==> config.mk <==
export PLATFORM = sky130hd
export DESIGN_NAME = clk_div_multi
export DESIGN_NICKNAME = d
export VERILOG_FILES = /design/src/rtl/clk_div_pkg.sv /design/src/rtl/clk_div_chan.sv /design/src/rtl/clk_div_multi.sv
export SDC_FILE = /design/constraint.sdc
export NUM_CORES = 1
export LEC_CHECK = 0
export ABC_AREA = 1
export CAP_MARGIN = 20
export CELL_PAD_IN_SITES_DETAIL_PLACEMENT = 1
export CELL_PAD_IN_SITES_GLOBAL_PLACEMENT = 2
export CORE_ASPECT_RATIO = 0.7
export CORE_MARGIN = 2
export CORE_UTILIZATION = 39
export DETAILED_ROUTE_END_ITERATION = 8
export GPL_ROUTABILITY_DRIVEN = 0
export MAX_ROUTING_LAYER = met4
export PLACE_DENSITY = 0.91
export SETUP_SLACK_MARGIN = 0.15
export SLEW_MARGIN = 25
export SYNTH_ARGS = -nofsm -noshare
export SYNTH_HDL_FRONTEND = slang
export SYNTH_SLANG_ARGS = --single-unit
==> constraint.sdc <==
create_clock -name clk -period 26.1 [get_ports clk]
set_input_delay 3.915 -clock clk [delete_from_list [all_inputs] [get_ports clk]]
set_output_delay 3.915 -clock clk [all_outputs]
set_load 0.005 [all_outputs]
==> src/rtl/clk_div_pkg.sv <==
// Shared constants and types for the multi-channel clock divider.
// Optional feature macro: CLK_DIV_MULTI_TICK_EN (per-channel toggle strobe).
package clk_div_pkg;

  localparam int CNT_W_DEF       = 25;
  localparam int DEFAULT_DIV_DEF = 12500;
  localparam int DIV_HALT        = 0;

  typedef logic [CNT_W_DEF-1:0] div_word_t;

  // Width of the channel-select field; never narrower than one bit.
  function automatic int ch_sel_w(input int n);
    return (n > 1) ? $clog2(n) : 1;
  endfunction

endpackage

==> src/rtl/clk_div_chan.sv <==
// One divider channel: up-counter, active/pending divisor registers, toggle and tick.
// Tick flops exist only when CLK_DIV_MULTI_TICK_EN is defined.
module clk_div_chan
  import clk_div_pkg::*;
#(
  parameter int               CNT_W   = CNT_W_DEF,
  parameter logic [CNT_W-1:0] RST_DIV = CNT_W'(DEFAULT_DIV_DEF)
) (
  input  logic             clk,
  input  logic             rst,
  input  logic             en,
  input  logic             wr_en,
  input  logic [CNT_W-1:0] wr_div,
  output logic             clk_out,
  output logic             pending,
  output logic             tick
);

  logic [CNT_W-1:0] cnt_q, cnt_d;
  logic [CNT_W-1:0] div_q, div_d;
  logic [CNT_W-1:0] pdiv_q, pdiv_d;
  logic             pend_q, pend_d;
  logic             clk_q, clk_d;
  logic             halted_s;
  logic             tc_s;
  logic [CNT_W-1:0] next_div_s;

  // A same-cycle write takes priority over an older pending value at apply time.
  always_comb begin
    halted_s   = (div_q == CNT_W'(DIV_HALT));
    tc_s       = 1'b0;
    next_div_s = div_q;
    cnt_d      = cnt_q;
    div_d      = div_q;
    pdiv_d     = pdiv_q;
    pend_d     = pend_q;
    clk_d      = clk_q;

    if (!halted_s && en) begin
      tc_s = (cnt_q == (div_q - CNT_W'(1)));
    end else begin
      tc_s = 1'b0;
    end

    if (wr_en) begin
      next_div_s = wr_div;
    end else if (pend_q) begin
      next_div_s = pdiv_q;
    end else begin
      next_div_s = div_q;
    end

    // Halted channels have no terminal count, so any new divisor lands immediately.
    if (halted_s) begin
      cnt_d  = CNT_W'(0);
      clk_d  = 1'b0;
      div_d  = next_div_s;
      pend_d = 1'b0;
    end else if (tc_s) begin
      cnt_d  = CNT_W'(0);
      div_d  = next_div_s;
      pend_d = 1'b0;
      if (next_div_s == CNT_W'(DIV_HALT)) begin
        clk_d = 1'b0;
      end else begin
        clk_d = ~clk_q;
      end
    end else begin
      if (en) begin
        cnt_d = cnt_q + CNT_W'(1);
      end else begin
        cnt_d = cnt_q;
      end
      if (wr_en) begin
        pdiv_d = wr_div;
        pend_d = 1'b1;
      end else begin
        pdiv_d = pdiv_q;
        pend_d = pend_q;
      end
    end
  end

  always_ff @(posedge clk or posedge rst) begin
    if (rst) begin
      cnt_q  <= CNT_W'(0);
      div_q  <= RST_DIV;
      pdiv_q <= CNT_W'(0);
      pend_q <= 1'b0;
      clk_q  <= 1'b0;
    end else begin
      cnt_q  <= cnt_d;
      div_q  <= div_d;
      pdiv_q <= pdiv_d;
      pend_q <= pend_d;
      clk_q  <= clk_d;
    end
  end

  assign clk_out = clk_q;
  assign pending = pend_q;

`ifdef CLK_DIV_MULTI_TICK_EN
  logic tick_q, tick_d;

  // Strobe for the cycle that follows any change of the divided output.
  always_comb begin
    tick_d = (clk_d != clk_q);
  end

  always_ff @(posedge clk or posedge rst) begin
    if (rst) begin
      tick_q <= 1'b0;
    end else begin
      tick_q <= tick_d;
    end
  end

  assign tick = tick_q;
`else
  assign tick = 1'b0;
`endif

endmodule

==> src/rtl/clk_div_multi.sv <==
// N-channel programmable clock divider with glitch-free divisor reload.
// Define CLK_DIV_MULTI_TICK_EN to enable the per-channel tick strobes.
module clk_div_multi
  import clk_div_pkg::*;
#(
  parameter int        NUM_CH      = 4,
  parameter int        CNT_W       = CNT_W_DEF,
  parameter div_word_t DEFAULT_DIV = div_word_t'(DEFAULT_DIV_DEF)
) (
  input  logic                          clk,
  input  logic                          rst,
  input  logic [NUM_CH-1:0]             en,
  input  logic                          load_en,
  input  logic [ch_sel_w(NUM_CH)-1:0]   load_ch,
  input  logic [CNT_W-1:0]              load_div,
  output logic [NUM_CH-1:0]             clk_out,
  output logic [NUM_CH-1:0]             pending,
  output logic [NUM_CH-1:0]             tick
);

  localparam int LCH_W = ch_sel_w(NUM_CH);

  logic ch_ok_s;

  // Out-of-range channel numbers are dropped here, so no channel ever sees them.
  always_comb begin
    if (int'(load_ch) < NUM_CH) begin
      ch_ok_s = 1'b1;
    end else begin
      ch_ok_s = 1'b0;
    end
  end

  for (genvar i = 0; i < NUM_CH; i++) begin : g_ch
    logic wr_s;

    assign wr_s = load_en & ch_ok_s & (load_ch == LCH_W'(i));

    clk_div_chan #(
      .CNT_W   (CNT_W),
      .RST_DIV (CNT_W'(DEFAULT_DIV))
    ) u_chan (
      .clk     (clk),
      .rst     (rst),
      .en      (en[i]),
      .wr_en   (wr_s),
      .wr_div  (load_div),
      .clk_out (clk_out[i]),
      .pending (pending[i]),
      .tick    (tick[i])
    );
  end

endmodule

==> results of run 1 <==
-- sequential cells by signal, summed over array words and instances (netlist names) --
register,cells
g_ch.u_chan.cnt_q,100
g_ch.u_chan.div_q,100
g_ch.u_chan.pdiv_q,100
g_ch.u_chan.clk_out,4
g_ch.u_chan.pending,4
-- layout make-up --
cell class | instances | area share
Sequential cell | 308 | 0.322
Clock inverter | 10 | 0.00557
Clock buffer | 59 | 0.0514
Multi-Input combinational cell | 2499 | 0.503
Timing Repair Buffer | 70 | 0.0266
Tap cell | 740 | 0.0385
Inverter | 331 | 0.0520
Antenna cell | 3 | 0.000313
-- how the worst max path moves through the flow --
stage	start	endpoint	cells past startpoint
2_1_floorplan	rst	g_ch[0].u_chan.clk_out	1
3_3_place_gp	en[3]	g_ch[3].u_chan.clk_out	17
3_5_place_dp	en[3]	g_ch[3].u_chan.div_q[22]	15
4_1_cts	en[3]	g_ch[3].u_chan.div_q[23]	15
5_1_grt	en[3]	g_ch[3].u_chan.clk_out	17
6_report	en[3]	g_ch[3].u_chan.div_q[21]	16
-- layer usage --
metal / wire, um / global-route usage / up-vias / part of all wire
met5: 0 / - / - / 0
met4: 1080 / 0.0504 / 0 / 0.014
met3: 4780 / 0.0439 / 84 / 0.063
met2: 32300 / 0.393 / 531 / 0.43
met1: 37600 / 0.398 / 10800 / 0.50
li1: - / - / 10400 / -
-- cells in the mapped netlist, types with 19 or more instances --
library cell,count,share of area
inv_1,315,0.054
nor2_2,24,0.0069
dfstp_2,24,0.029
nand2_1,1153,0.20
o21ai_0,165,0.038
clkbuf_1,65,0.011
nand3_1,234,0.053
dfrtp_1,284,0.32
buf_4,29,0.0099
nand3b_1,24,0.0082
nor2_1,345,0.059
nor3_1,47,0.011
a21oi_1,31,0.0071
buf_2,19,0.0043
xnor2_1,51,0.020
buf_6,21,0.011
o211ai_1,29,0.0099
xor2_1,92,0.037
nand4_1,159,0.045
-- report_power, final --
group          internal [mW]  switching, mW  total (mW)
combinational          0.169          0.334       0.503
sequential             0.544         0.0724       0.617
clock                  0.355          0.231       0.586
-- metrics by stage --
step | power [mW] | util | worst slack (ns)
floorplan | 0.967 | - | 13.71
global placement | 1.09 | 0.409 | 19.09
detailed placement | 1.12 | 0.409 | 19.03
CTS | 1.72 | 0.433 | 19.60
global route | 1.81 | 0.433 | 19.21
finish | 1.71 | 0.434 | 19.59
-- worst reg2reg max path: cells and delay by family, from the launching register on --
family / cells / cell delay [ns]
compound gates: 2 / 0.27
simple gates: 8 / 2.09
flops: 1 / 0.41
buf+inv: 2 / 0.73
fa+ha+maj: 1 / 0.21
xor+xnor: 1 / 0.19
-- cells by family after synthesis --
logic type | Yosys count
AOI/OAI and AO/OA | 259
xor gates and xnor gates | 146
adders and majority gates | 12
buffers and inverters | 479
DFF | 308
other | 1
and+or+nand+nor | 2078
==> results.json, run 1 <==
{
  "crit_chain": "clkdlybuf4s50_1, inv_1, a21oi_1, o21ai_0, nor2_1, nand2_1, nor2_1, nand2_1, nor2_1, nand2_1, nor2_1, nand3_2, nand2_2, buf_4, nand2_1, o21ai_0",
  "fin_nets": 3294,
  "hp-class": "reg2reg",
  "grt_max_degree": 99,
  "worst-path-buf-inv": 3,
  "fin_area_sq_mm": 0.0240,
  "synth_compound_area_frac": 0.0648,
  "grt_setup_unrepaired": "false",
  "cts_setup_buffers": 0,
  "synthXorXnorAreaFrac": 0.0603,
  "synthToLayoutAreaGrowth_pct": 9.66,
  "relSlewSlack": 0.358,
  "synthAdderAreaFrac": 0.00685,
  "cp_max_fo": 73,
  "placed_cells": 3948,
  "overflow": 0,
  "rows": 72,
  "coreArea_sq_mm": 0.0554,
  "die_width_um": 287,
  "hold_ws_ns": 0.472,
  "irDropWorstVdd_v": 0.0000433,
  "hold_start": "g_ch[1].u_chan.pdiv_q[3]",
  "status": "complete, no violations",
  "finalClockSkew_ns": 0.0224,
  "synth_top_family_by_area": "simple AND/OR/NAND/NOR gates",
  "holdPathEnd": "g_ch[1].u_chan.pdiv_q[3]",
  "ctsHoldBuffers": 0,
  "root_buffer": "clkbuf_16",
  "start_util": 0.395,
  "period_share": 0.250,
  "ant_nets": 0,
  "power_density_mw_per_mm2": 71.0,
  "r2r-start": "g_ch[3].u_chan.div_q[0]",
  "fmax_mhz": 153,
  "worstPathRequired_ns": 26.57,
  "end_kind": "flip-flop",
  "synth.avg_cell_area_sq_um": 6.67,
  "r2r-end": "g_ch[3].u_chan.div_q[21]",
  "holdPathStages": 2,
  "rrSetupSlack_ns": 22.10,
  "period_needed_ns": 6.52,
  "die-area_sq_mm": 0.0581,
  "routed_wl_mm": 75.7,
  "synth_edf_count": 0,
  "register_area_sq_mm": 0.00774,
  "htree_levels": 2,
  "multiInputGateArea_sq_mm": 0.0121,
  "ys_seq_area_frac": 0.353,
  "via_per_inst": 5.42,
  "dr.pass1.iters": 5,
  "cp.arrival_ns": 6.99,
  "critPathTopFamily": "simple AND/OR/NAND/NOR gates",
  "die_h_um": 202,
  "placed_cell_area_sq_mm": 0.0226,
  "dp_hpwl_mm": 56.5,
  "final_common_cell": "nand2_1",
  "wl_per_cell_um": 18.8,
  "crit_type": "in2reg",
  "synthCells": 3283,
  "vias": 21800,
  "clock_latency_ns": 0.58,
  "drive_gt1_frac": 0.0684,
  "ys_seq_elements": 308,
  "worstMarginPinSlew_ns": 0.962,
  "fillCellCount": 7228,
  "synth_cell_type_count": 48,
  "hold_viol": 0,
  "grt_pass1_vias": 22400,
  "ys.flop_type": "dfrtp_1",
  "cts.sinks": 308,
  "tns_ns": 0,
  "drv_cap": 0,
  "track_usage": 0.271,
  "num_io_pins": 46,
  "synthesis.area_sq_mm": 0.0219,
  "port_buffers": 41,
  "grt_pass1_wl_mm": 123,
  "synth-async-reset-ratio": 1.00,
  "setup_viol": 0,
  "route.detailed.drc": 0,
  "cts-resized-gates": 0,
  "cpPeakStageDelay_ns": 0.58,
  "clockBufferDepth": 3,
  "layout_common_cells": "nand2_1 (1153), nor2_1 (345), inv_1 (314)",
  "yosys_warnings": 0,
  "fin_cells": 4020,
  "cts_tree": "built",
  "crit_slowest_cell": "buf_4",
  "antenna_found_initial": 6,
  "path_clk_slew_ns": 0.06,
  "drt_iter0_drc": 1597,
  "cts_buffers": 38,
  "synthMuxAreaShare": 0,
  "maxSlewViolCount": 0,
  "synth-simple-area-share": 0.419,
  "p_leak_nw": 11.9,
  "r2r_cells": 14,
  "cp-start-kind": "input port"
}
(Power assumes the default switching activity.)
==> inputs of run 2 (changes only) <==
CORE_UTILIZATION = 36   (was 39)
PLACE_DENSITY = 0.85   (was 0.91)
clock period = 6.1 ns   (was 26.1 ns; I/O delays follow)
==> run 2 against run 1 <==
Against the previous run:
- clock skew rose by 0.014 ns
- via count rose by 0.31%
- sequential share of layout area rose by 0.067 points
- die area rose by 8.2%
- first-iteration DRC count fell by 1.1%
- core utilization fell by 3.4 points
- register-to-register slack got worse by 20 ns
- clock-buffer cell count fell by 2
- global-route usage fell by 2.1 points
- largest power group unchanged
- highest routed layer unchanged
==> results.json, run 2 (synthesis gave the netlist of run 1 again) <==
{
  "start_util": 0.365,
  "reg.largest.list": "g_ch.u_chan.cnt_q x100, g_ch.u_chan.div_q x100, g_ch.u_chan.pdiv_q x100",
  "port_buffers": 41,
  "pwr-share-seq": 0.376,
  "track_usage": 0.250,
  "rows": 75,
  "ant_nets": 0,
  "ctsHoldBuffers": 0,
  "worstMarginPinSlew_ns": 0.925,
  "fin_util": 0.399,
  "end_kind": "flip-flop",
  "antenna_found_initial": 4,
  "critPathMostFrequentCell": "nand2_1",
  "num_io_pins": 46,
  "cpPeakStageDelay_ns": 0.62,
  "cp-start-kind": "flip-flop",
  "hp-class": "reg2reg",
  "die_h_um": 210,
  "cts_setup_buffers": 0,
  "coreArea_sq_mm": 0.0601,
  "holdPathStages": 2,
  "drive_gt1_frac": 0.0671,
  "hold_viol": 0,
  "p_leak_nw": 11.8,
  "clockBufferDepth": 3,
  "crit_slowest_cell": "nand3_2",
  "grt_pass1_wl_mm": 123,
  "fmax_mhz": 260,
  "cts-resized-gates": 0,
  "root_buffer": "clkbuf_16",
  "tns_ns": 0,
  "layout_common_cells": "nand2_1 (1152), nor2_1 (345), inv_1 (313)",
  "via_per_inst": 5.35,
  "comb_power_share": 0.301,
  "internal_power_mw": 4.34,
  "swShare": 0.381,
  "cp_max_fo": 29,
  "final_common_cell": "nand2_1",
  "power_switching_mw": 2.67,
  "worstPathRequired_ns": 6.56,
  "die_width_um": 299,
  "drt_iter0_drc": 1579,
  "setup_ws_ns": 2.26,
  "routed_wl_mm": 76.3,
  "clock_latency_ns": 0.57,
  "overflow": 0,
  "drv_cap": 0,
  "dr.pass1.iters": 5,
  "fin_nets": 3297,
  "status": "complete, no violations",
  "cp.arrival_ns": 4.30,
  "period_needed_ns": 3.84,
  "grt_pass1_vias": 21900,
  "die-area_sq_mm": 0.0629,
  "crit_chain": "inv_1, ha_1, nand2_2, nor2_4, nand2_1, inv_1, nand3_1, nand2_1, nand2_1, nand2_1, inv_1, nand2_1, nor2_1, nand2_2, nand3_2, nand2_1, nand2_1",
  "synthToLayoutAreaGrowth_pct": 9.43,
  "grt_setup_unrepaired": "false",
  "cts_tree": "built",
  "fillCellCount": 7849,
  "wl_per_cell_um": 18.7,
  "grt_max_degree": 135,
  "cts_buffers": 36,
  "irDropWorstVdd_v": 0.000163,
  "htree_levels": 2,
  "period_share": 0.630,
  "path_clk_slew_ns": 0.06,
  "route.detailed.drc": 0,
  "power_density_mw_per_mm2": 292,
  "pwr-share-clk": 0.323,
  "r2r_cells": 17,
  "maxSlewViolCount": 0,
  "setup_viol": 0,
  "dp_hpwl_mm": 57.6,
  "cts.sinks": 308,
  "pre_cts_ws_ns": 2.13,
  "vias": 21900,
  "relSlewSlack": 0.383,
  "crit_type": "reg2reg",
  "finalClockSkew_ns": 0.0366
}
-- run 2: cell types whose count changed in the layout (fill, tap and decap cells not counted), sizes merged --
cell	change
clkbuf	-2
diode	-2
buf	+5
clkinvlp	+1
inv	-1
bufinv	-2
-- run 2: power by group through the flow --
| stage | Sequential (mW) | Clock, mW | Combinational (mW) |
|---|---|---|---|
| after detailed placement | 2.67 | 0 | 2.10 |
| after floorplan | 2.54 | 0 | 1.60 |
| after global routing | 2.68 | 2.40 | 2.41 |
| final | 2.64 | 2.27 | 2.11 |
| after global placement | 2.66 | 0 | 2.01 |
| after CTS | 2.64 | 2.33 | 2.11 |
-- run 2: worst paths after layout --
path / startpoint / to / slack [ns]
setup reg to reg: g_ch[0].u_chan.div_q[0] / g_ch[0].u_chan.pdiv_q[13] / 2.26
hold / removal: g_ch[2].u_chan.pdiv_q[8] / g_ch[2].u_chan.pdiv_q[8] / 0.47
min in group asynchronous: rst / g_ch[3].u_chan.cnt_q[6] / 0.65
hold reg to reg: g_ch[2].u_chan.pdiv_q[8] / g_ch[2].u_chan.pdiv_q[8] / 0.47
setup / recovery: g_ch[0].u_chan.div_q[0] / g_ch[0].u_chan.pdiv_q[13] / 2.26
max in group asynchronous: rst / g_ch[2].u_chan.cnt_q[4] / 4.38
-- run 2: layout make-up --
type,instances,area (sq um),area share
diodes,1,2.50,0.000104
flip-flops and latches,308,7740,0.323
inverters,331,1250,0.0520
clock inverters,8,81.3,0.00339
well taps,808,1010,0.0422
repair buffers,75,694,0.0290
clock buffers,57,1100,0.0460
multi-input cells,2499,12100,0.505
-- run 2: through the flow --
stage	area [sq um]	hold WS [ns]	total power [mW]	cells
after floorplan	21900	0.434	4.14	3286
after CTS	24000	0.476	7.07	4086
after global placement	22800	0.458	4.68	4021
after detailed placement	22800	0.461	4.77	4021
final	24000	0.474	7.01	4087
after global routing	24000	0.495	7.49	4086
-- run 2: worst max-delay path, delay by kind of cell (launching register included) --
family	cells	cell delay, ns
fa+ha+maj	1	0.31
simple gates	13	2.59
flops	1	0.41
buf+inv	3	0.37
-- run 2: metal layers --
layer / GRT usage / vias to the layer above / wire [um]
met5: - / - / 0
met4: 0.0436 / 0 / 1010
met3: 0.0371 / 71 / 4310
met2: 0.364 / 429 / 32000
met1: 0.370 / 10900 / 39000
li1: - / 10400 / -
==> inputs of run 3 (changes only) <==
clock period = 3.6 ns   (was 6.1 ns; I/O delays follow)
==> run 3 against run 2 <==
Against the previous run:
- worst setup slack got worse by 1.8 ns
- first-iteration DRC count fell by 2.7%
- critical endpoint is now g_ch[3].u_chan.div_q[3]
- final area grew 1.7%
- fmax grew 22%
- largest power group unchanged
- largest cell class unchanged
- critical path depth shrank 2
- combinational power increased by 74%
- highest routed layer unchanged
==> results.json, run 3 (synthesis gave the netlist of run 1 again) <==
{
  "fin_cells": 4121,
  "n_antenna_cell": 0,
  "antenna_found_initial": 6,
  "rows": 75,
  "crit_chain": "inv_1, ha_1, inv_1, nor2_1, nand2_1, nor2_1, nand3_1, nand3_1, o21ai_1, nor2_1, nand3_2, nand2_2, buf_4, nand2_1, o21ai_0",
  "grt_max_degree": 118,
  "power.total_mw": 12.4,
  "relSlewSlack": 0.339,
  "coreArea_sq_mm": 0.0601,
  "htree_levels": 2,
  "rrSetupSlack_ns": 0.46,
  "die_h_um": 210,
  "ant_nets": 0,
  "dr.pass1.iters": 5,
  "period_share": 0.873,
  "fillCellCount": 7739,
  "final_common_cell": "nand2_1",
  "drv_cap": 0,
  "wl_per_cell_um": 19.0,
  "synthToLayoutAreaGrowth_pct": 11.3,
  "grt_pass1_vias": 22600,
  "start_util": 0.365,
  "drt_iter0_drc": 1536,
  "root_buffer": "clkbuf_16",
  "path_clk_slew_ns": 0.06,
  "track_usage": 0.257,
  "end_kind": "flip-flop",
  "tns_ns": 0,
  "grt_pass1_wl_mm": 126,
  "cp_max_fo": 21,
  "overflow": 0,
  "r2r-start": "g_ch[3].u_chan.div_q[0]",
  "crit_type": "reg2reg",
  "via_per_inst": 5.33,
  "finalClockSkew_ns": 0.0193,
  "cpPeakStageDelay_ns": 0.39,
  "irDropWorstVdd_v": 0.000250,
  "cp.arrival_ns": 3.61,
  "die_width_um": 299,
  "period_needed_ns": 3.14,
  "routed_wl_mm": 78.2,
  "critPathMostFrequentCell": "nor2_1",
  "cts_buffers": 38,
  "pre_cts_ws_ns": 0.356,
  "crit_slowest_cell": "dfrtp_1",
  "drive_gt1_frac": 0.0779,
  "num_io_pins": 46,
  "worstPathRequired_ns": 4.07,
  "route.detailed.drc": 0,
  "fin_area_sq_mm": 0.0244,
  "r2r-end": "g_ch[3].u_chan.div_q[3]",
  "cp-start-kind": "flip-flop",
  "setup_ws_ns": 0.458,
  "port_buffers": 41,
  "worstMarginPinSlew_ns": 0.991,
  "grt_setup_unrepaired": "false",
  "placed_cells": 4052,
  "reg.largest.list": "g_ch.u_chan.cnt_q x100, g_ch.u_chan.div_q x100, g_ch.u_chan.pdiv_q x100",
  "vias": 22000,
  "cts.sinks": 308,
  "clock_latency_ns": 0.58,
  "maxSlewViolCount": 0,
  "hold_viol": 0,
  "cts_tree": "built",
  "status": "complete, no violations",
  "power_density_mw_per_mm2": 509,
  "layout_common_cells": "nand2_1 (1153), nor2_1 (344), inv_1 (314)",
  "fin_nets": 3330,
  "clockBufferDepth": 3,
  "dp_hpwl_mm": 59.4,
  "p_leak_nw": 12.0,
  "setup_viol": 0,
  "hp-class": "in2async",
  "fmax_mhz": 318,
  "placed_cell_area_sq_mm": 0.0230,
  "r2r_cells": 15,
  "die-area_sq_mm": 0.0629
}
==> run 3: cell types whose count changed in the layout (fill, tap and decap cells not counted), moves of 2 or more <==
| cell | previous run | this run |
|---|---|---|
| buf_12 | 2 | 5 |
| bufinv_16 | 1 | 5 |
| inv_6 | 0 | 2 |
| clkbuf_1 | 11 | 7 |
| buf_4 | 31 | 60 |
==> run 3: worst max path at each step <==
stage / start / endpoint / slack, ns / depth (start not counted)
final: g_ch[3].u_chan.div_q[0] / g_ch[3].u_chan.div_q[3] / 0.46 / 15
after CTS: g_ch[3].u_chan.div_q[0] / g_ch[3].u_chan.div_q[3] / 0.46 / 14
after global routing: g_ch[3].u_chan.div_q[0] / g_ch[3].u_chan.div_q[3] / 0.19 / 15
after detailed placement: en[2] / g_ch[2].u_chan.pdiv_q[3] / 0.36 / 15
after global placement: en[2] / g_ch[2].u_chan.pdiv_q[1] / 0.46 / 15
after floorplan: rst / g_ch[0].u_chan.clk_out / -1.02 / 1
==> run 3: timing repair <==
item | in CTS | in global routing
hold buffers | 0 | 0
setup buffers | 0 | 0
resized for setup | 0 | 2
setup endpoints to repair | 0 | 44
==> run 3: layout make-up <==
type | count | area, sq um | area share
inverters | 331 | 1250 | 0.0511
flip-flops and latches | 308 | 7740 | 0.317
multi-input cells | 2499 | 12100 | 0.496
well taps | 808 | 1010 | 0.0415
clock inverters | 15 | 219 | 0.00898
repair buffers | 106 | 961 | 0.0394
clock buffers | 54 | 1110 | 0.0456
==> run 3: power breakdown <==
part	leakage, nW	internal, mW	total, mW	switching (mW)
clock	0.652	2.52	4.25	1.72
sequential	3.91	3.95	4.50	0.558
combinational	7.47	1.25	3.67	2.42
==> run 3: routing by layer <==
layer | track usage | part of all wire | vias up
met5 | - | 0 | -
met4 | 0.0483 | 0.015 | 0
met3 | 0.0366 | 0.065 | 75
met2 | 0.374 | 0.42 | 495
met1 | 0.381 | 0.50 | 10900
li1 | - | - | 10500
==> run 3: worst max-delay path, delay by kind of cell, from the launching register on <==
kind / cells / cell delay (ns)
adders and majority gates: 1 / 0.21
AOI/OAI and AO/OA: 2 / 0.18
buffers and inverters: 3 / 0.49
and+or+nand+nor: 9 / 1.75
DFF: 1 / 0.39
==> run 3: stage by stage <==
step / util / hold WS [ns]
detailed placement: 0.384 / 0.459
CTS: 0.406 / 0.342
floorplan: - / 0.434
global placement: 0.384 / 0.455
global route: 0.406 / 0.391
finish: 0.406 / 0.367
